**src/rtl/ibex_csr_rmw_ctrl.sv**
```systemverilog
// Read-modify-write sequencer in front of a single CSR primitive: samples the old value at accept,
// issues at most one masked write strobe, then returns the old value and integrity status.
module ibex_csr_rmw_ctrl #(
    parameter int unsigned       Width     = 32,
    parameter logic [Width-1:0]  WriteMask = '1
) (
    input  logic             clk_i,
    input  logic             rst_ni,
    input  logic             req_valid_i,
    output logic             req_ready_o,
    input  logic [1:0]       req_op_i,
    input  logic [Width-1:0] req_wdata_i,
    output logic             rsp_valid_o,
    input  logic             rsp_ready_i,
    output logic [Width-1:0] rsp_rdata_o,
    output logic             rsp_error_o,
    output logic             csr_wr_en_o,
    output logic [Width-1:0] csr_wr_data_o,
    input  logic [Width-1:0] csr_rd_data_i,
    input  logic             csr_rd_error_i,
    output logic             alert_o
);

    typedef enum logic [1:0] {
        IDLE  = 2'd0,
        WRITE = 2'd1,
        RESP  = 2'd2
    } state_e;

    localparam logic [1:0] OpRead  = 2'd0;
    localparam logic [1:0] OpWrite = 2'd1;
    localparam logic [1:0] OpSet   = 2'd2;
    localparam logic [1:0] OpClear = 2'd3;

    state_e           state;
    logic             accept;
    logic             needs_write;
    logic [Width-1:0] new_value;
    logic [Width-1:0] masked_value;

    // The write value is resolved at accept from the sampled old value, so only the result is kept.
    always_comb begin
        new_value = req_wdata_i;
        case (req_op_i)
            OpSet:   new_value = csr_rd_data_i | req_wdata_i;
            OpClear: new_value = csr_rd_data_i & ~req_wdata_i;
            default: new_value = req_wdata_i;
        endcase
        masked_value = (csr_rd_data_i & ~WriteMask) | (new_value & WriteMask);
    end

    assign accept      = (state == IDLE) && req_valid_i;
    assign needs_write = !csr_rd_error_i &&
                         ((req_op_i == OpWrite) ||
                          ((req_op_i != OpRead) && (|req_wdata_i)));

    always_ff @(posedge clk_i or negedge rst_ni) begin
        if (!rst_ni) begin
            state         <= IDLE;
            req_ready_o   <= 1'b1;
            rsp_valid_o   <= 1'b0;
            rsp_rdata_o   <= '0;
            rsp_error_o   <= 1'b0;
            csr_wr_en_o   <= 1'b0;
            csr_wr_data_o <= '0;
            alert_o       <= 1'b0;
        end else begin
            case (state)
                IDLE: begin
                    if (accept) begin
                        rsp_rdata_o <= csr_rd_data_i;
                        rsp_error_o <= csr_rd_error_i;
                        alert_o     <= alert_o | csr_rd_error_i;
                        req_ready_o <= 1'b0;
                        if (needs_write) begin
                            state         <= WRITE;
                            csr_wr_en_o   <= 1'b1;
                            csr_wr_data_o <= masked_value;
                        end else begin
                            state       <= RESP;
                            rsp_valid_o <= 1'b1;
                        end
                    end
                end
                WRITE: begin
                    state         <= RESP;
                    csr_wr_en_o   <= 1'b0;
                    csr_wr_data_o <= '0;
                    rsp_valid_o   <= 1'b1;
                end
                RESP: begin
                    if (rsp_ready_i) begin
                        state       <= IDLE;
                        rsp_valid_o <= 1'b0;
                        req_ready_o <= 1'b1;
                    end
                end
                default: begin
                    state         <= IDLE;
                    req_ready_o   <= 1'b1;
                    rsp_valid_o   <= 1'b0;
                    csr_wr_en_o   <= 1'b0;
                    csr_wr_data_o <= '0;
                end
            endcase
        end
    end

endmodule

```
**config.mk**
```make
export PLATFORM = sky130hd
export DESIGN_NAME = ibex_csr_rmw_ctrl
export DESIGN_NICKNAME = d
export VERILOG_FILES = /design/src/rtl/ibex_csr_rmw_ctrl.sv
export SDC_FILE = /design/constraint.sdc
export NUM_CORES = 1
export LEC_CHECK = 0
export BUFFER_PORTS_ARGS = -buffer_cell sky130_fd_sc_hd__buf_2
export CAP_MARGIN = 20
export CORE_MARGIN = 1
export CORE_UTILIZATION = 48
export DETAILED_ROUTE_END_ITERATION = 6
export PLACE_DENSITY_LB_ADDON = 0.05
export SETUP_SLACK_MARGIN = 0.15
export SLEW_MARGIN = 10
export SYNTH_ARGS = -nofsm -noshare
export SYNTH_HDL_FRONTEND = slang
export SYNTH_SLANG_ARGS = --single-unit
```
**constraint.sdc**
```tcl
create_clock -name clk_i -period 1.99 [get_ports clk_i]
set_clock_uncertainty 0.15 [all_clocks]
set_input_delay 0.398 -clock clk_i [delete_from_list [all_inputs] [get_ports clk_i]]
set_output_delay 0.398 -clock clk_i [all_outputs]
set_load 0.02 [all_outputs]
```
## Word level (Yosys, flattened, before mapping)

Cells that the tools add are included.

- Input bits: 71
- Logic and storage cells: 54
- Register bits: 71

- Equality and inequality tests: 9
- Bitwise gates (word level): 6
- Multiplexer cells: 18
- Reduce and logical (&&, ||, !) cells: 13

Operator list:

| cell | number |
|---|---|
| 32-bit case mux with 2 select lines | 2 |
| 32-bit 2-to-1 mux | 2 |
| 32-bit bitwise AND | 1 |
| 32-bit inverter | 1 |
| 32-bit bitwise OR | 1 |
| 32-bit OR reduction | 1 |
| 3-bit AND reduction | 3 |
| 2-bit inequality test, second input constant | 4 |
| 1-bit 2-to-1 mux | 7 |
| 2-bit equality test, second input constant | 3 |
| 2-bit 2-to-1 mux | 3 |
| 1-bit case mux with 3 select lines | 2 |
| 2-bit case mux with 3 select lines | 1 |
| 2-bit by 1-bit equality test with 1-bit output, second input constant | 2 |
| 2-bit AND reduction | 2 |
| 1-bit logical AND | 3 |
| 2-bit logical NOT | 1 |
| 1-bit inverter | 2 |
| 1-bit case mux with 2 select lines | 1 |
| 2-bit nonzero test | 1 |
| 1-bit logical NOT | 1 |
| 1-bit logical OR | 1 |
| 1-bit bitwise OR | 1 |

## Depth between registers and ports, before layout

- Word-level depth: 7
- Mapped depth: 6
- Depth with buffers taken out: 4

## Least setup slack after synthesis

Ideal clock, no wire load.

- Path type: input-to-reg
- Start point: in req_op_i[1]
- End point: reg csr_wr_data_o[0]
- Slack: 0.074 ns
- Arrival time: 1.627 ns
- Library setup time: 0.139 ns
- Stages on the path: 6
- Cell sequence: buf_4 nor4b_2 nand4_1 nor4_4 buf_6 o32ai_1

- Cells in the longest elaborated chain, start to end: 6
- Elaborated cells on any way between the ends: 13
- Classes of those cells: eq/ne: 4; mux: 4; reduce/logical: 5

Ends and longest elaborated chain:

| element | line | text |
|---|---|---|
| start, declared | 11 | `input logic [1:0] req_op_i,` |
| parallel branches: the longest is 6 deep, another holds 32-bit case mux with 2 select lines | n/a |  |
| end signal, assigned | 78 | `csr_wr_data_o <= masked_value;` |
| end, declared | 18 | `output logic [Width-1:0] csr_wr_data_o,` |

Several ways; the timed one is not identified. The select of a mux whose other input is x is not followed.
A chain may end at the register's enable or synchronous reset.

## Final worst setup path

- Start point: in req_wdata_i[3]
- End point: reg csr_wr_data_o[19]

- Cells in the longest elaborated chain, start to end: 6

Ends and longest elaborated chain:

| element | line | text |
|---|---|---|
| start, declared | 12 | `input logic [Width-1:0] req_wdata_i,` |
| 32-bit OR reduction | 55 | `((req_op_i != OpRead) && (\|req_wdata_i)));` |
| 1-bit logical AND | 55 |  |
| 1-bit logical OR | 54 | `((req_op_i == OpWrite) \|\|` |
| 1-bit logical AND | 53 | `assign needs_write = !csr_rd_error_i &&` |
| 2-bit inequality test (no line) | n/a |  |
| 3-bit AND reduction (no line) | n/a |  |

Every way passes these cells.

==> run metrics <==
worst skew pair latency=between 0.3 and 0.4 ns; internal power=4.05 mW; I/O pin count=140; Final nets=roughly 530; max-slew violation count=0; most frequent cells in the layout=buf_2, dfrtp_1; Num CTS Buffers=9; Netlist cell types=30; vias per cell=roughly 5.4; maximum VDD drop=slightly above 700 uV; vias in the first global route=between 2000 and 3000; Worst Path Arrival=~1.9 ns; worst r2r src=state[1]; Psw=roughly 2.6 mW; Clk pwr share=between 20 and 25%; Fmax=roughly 560 MHz; Seq/Total Area, Yosys=52.2%; Combinational Power Share=about 43%; H-tree depth=3; number of port buffers=around 140; most common cell after layout, fill and taps aside=buf_2; Antenna Cells=0; WP data required=about 2.1 ns; pin count of the biggest net entering global routing=just over 50; Total GRT Usage=between 20% and 30%; Max Cap Violations=0; Crit Path Class=in2reg; Net Sw Frac=between 30% and 40%; routed length per instance=16.2 um; Post-Synth Simple-Gate Area=4.89%; crit-path max FO=11; Clock transition at path regs=around 0.080 ns; worst hold start=rsp_ready_i; Post-synth ARST share=100%; die width=roughly 86 um; largest family of logic cells by synthesized area=compound AO/OA/AOI/OAI gates; Post-Synthesis Cell Area=about 3400 sq um; Final Hold Vio Count=0; part of the power in registers=37.2%; Clk Tree Root Cell=clkbuf_8; Finished Layout Cells=558; DR DRC count=0; clock tree buffer depth=2; final WL=roughly 9100 um; standard-cell rows=30; Final period util=89.1%; Syn Inst Count=295; Post-synth EDFFs=0; PwrDens=1410 nW/um^2; CP startpoint=req_wdata_i[3]; filler instances=575; unrepaired setup endpoints after global routing=yes; Yosys warnings=0; hold crit path type=in2reg; Slew @ Worst Pin=0.417 ns; Max-slew headroom=a little over 70%; DR vias=between 3000 and 4000; GPL Wtd Cong=a little under 0.8; 1st-pass router iterations=4; HPWL after DPL=between 6000 and 7000 um; Synth Area in Compound Gates=24.0%; run status=finished, final reports clean; Initial Util=49.8%; Pleak=around 2.2 nW; Synth Area in XOR/XNOR=0%; chip height=between 80 and 90 um; Final min period=about 1.8 ns; Syn Area/Cell=approximately 12 sq um; share of cells above drive strength 1=between 50% and 60%; Final ANT Viol Nets=0; WHS=about 0.14 ns; Synth Register Bits=between 70 and 80; area of the multi-input gates=roughly 1400 sq um; top_reg_cell synth=dfrtp_1; 1st-iter DRT viols=about 150; multiplexer share of the synthesized area=10.9%; Post-Synth Adder-Cell Area=0%; Setup Buffers After CTS=0; initial antenna violation count=0; CTS tree=built; # setup viols final=0; Syn-to-layout area delta=37.7%; core box area=around 6800 sq um; crit end category=flip-flop; type of origin of the critical path=primary input; Synth Net Count=around 370; Cells after DPL=about 540; FF/Latch Area=1780 sq um; first-pass GRT wire length=about 14000 um; sinks on the clock net=approximately 70; die area=about 7400 sq um; global route overflow=0
what timing repair did:
item / in CTS / in global routing
resized for setup: 0 / 4
hold buffers: 1 / 0
setup endpoints to repair: 0 / 35
endpoints found under the hold margin: 20 / 0
cells by family after synthesis:
kind of cell	after synthesis
simple gates	27
compound gates	106
flops	71
buf+inv	58
mux	33
worst paths after layout:
path	end	slack, ns	depth (start not counted)
max reg2reg	csr_wr_data_o[19]	0.23	5
max in group asynchronous	csr_wr_data_o[15]	0.79	3
min reg2reg	alert_o	0.33	1
min	req_ready_o	0.14	3
max	csr_wr_data_o[19]	0.22	7
min in group asynchronous	rsp_rdata_o[25]	0.33	2
registers in the layout, indices dropped and copies added, names as in the netlist:
| signal | cells |
|---|---|
| csr_wr_data_o | 32 |
| state | 2 |
| req_ready_o | 1 |
| rsp_error_o | 1 |
| rsp_valid_o | 1 |
| alert_o | 1 |
| rsp_rdata_o | 32 |
| csr_wr_en_o | 1 |
routing by layer:
metal	wire length (um)	GRT usage (%)
met1	4090	34.6
met2	4270	39.2
met3	565	4.86
met4	137	11.1
met5	0	0
synth_stat cells (2+ instances only):
master / instances / share of area, %
a211o_1: 32 / 8.2
o32ai_1: 29 / 7.5
dfrtp_1: 70 / 51
a21oi_1: 33 / 4.9
o31a_1: 2 / 0.51
buf_6: 6 / 2.0
nor2_1: 5 / 0.55
buf_2: 4 / 0.59
nand2_1: 5 / 0.55
o21ai_0: 2 / 0.29
clkbuf_1: 14 / 1.5
nor4_1: 6 / 1.1
nand2b_1: 2 / 0.37
mux2_2: 33 / 11
nor3_1: 2 / 0.29
o32ai_2: 3 / 1.4
nand4_1: 2 / 0.37
inv_1: 33 / 3.6
worst max-delay path, stage by stage:
cell	delay, ns
buf_2	0.11
nor4_2	0.32
buf_4	0.17
nand4_1	0.12
o31a_1	0.32
buf_4	0.19
o32ai_1	0.24
per-stage QoR:
| step | setup TNS [ns] | setup slack, ns | utilization (%) | cell area [sq um] | total power [mW] |
|---|---|---|---|---|---|
| floorplan | 0 | 0.152 | - | 3420 | 4.25 |
| global placement | -2.71 | -0.0990 | 64.7 | 4420 | 5.25 |
| CTS | 0 | 0.161 | 68.2 | 4660 | 6.66 |
| finish | 0 | 0.216 | 68.6 | 4690 | 6.62 |
| detailed placement | -5.26 | -0.190 | 64.7 | 4420 | 5.32 |
| global route | 0 | 0.0899 | 68.6 | 4690 | 6.98 |
power by group through the flow:
stage / registers (mW) / logic [mW] / clock network [mW]
CTS: 2.46 / 2.84 / 1.35
floorplan: 3.30 / 0.953 / 0
global route: 2.54 / 3.04 / 1.40
detailed placement: 2.49 / 2.84 / 0
global placement: 2.46 / 2.79 / 0
finish: 2.46 / 2.82 / 1.33
layout make-up:
type | count | area share [%]
clock inverters | 5 | 1.71
multi-input cells | 166 | 30.0
flip-flops and latches | 71 | 37.9
clock buffers | 11 | 3.23
well taps | 96 | 2.56
repair buffers | 176 | 21.9
inverters | 33 | 2.64
Power figures use the tool's default switching activity.
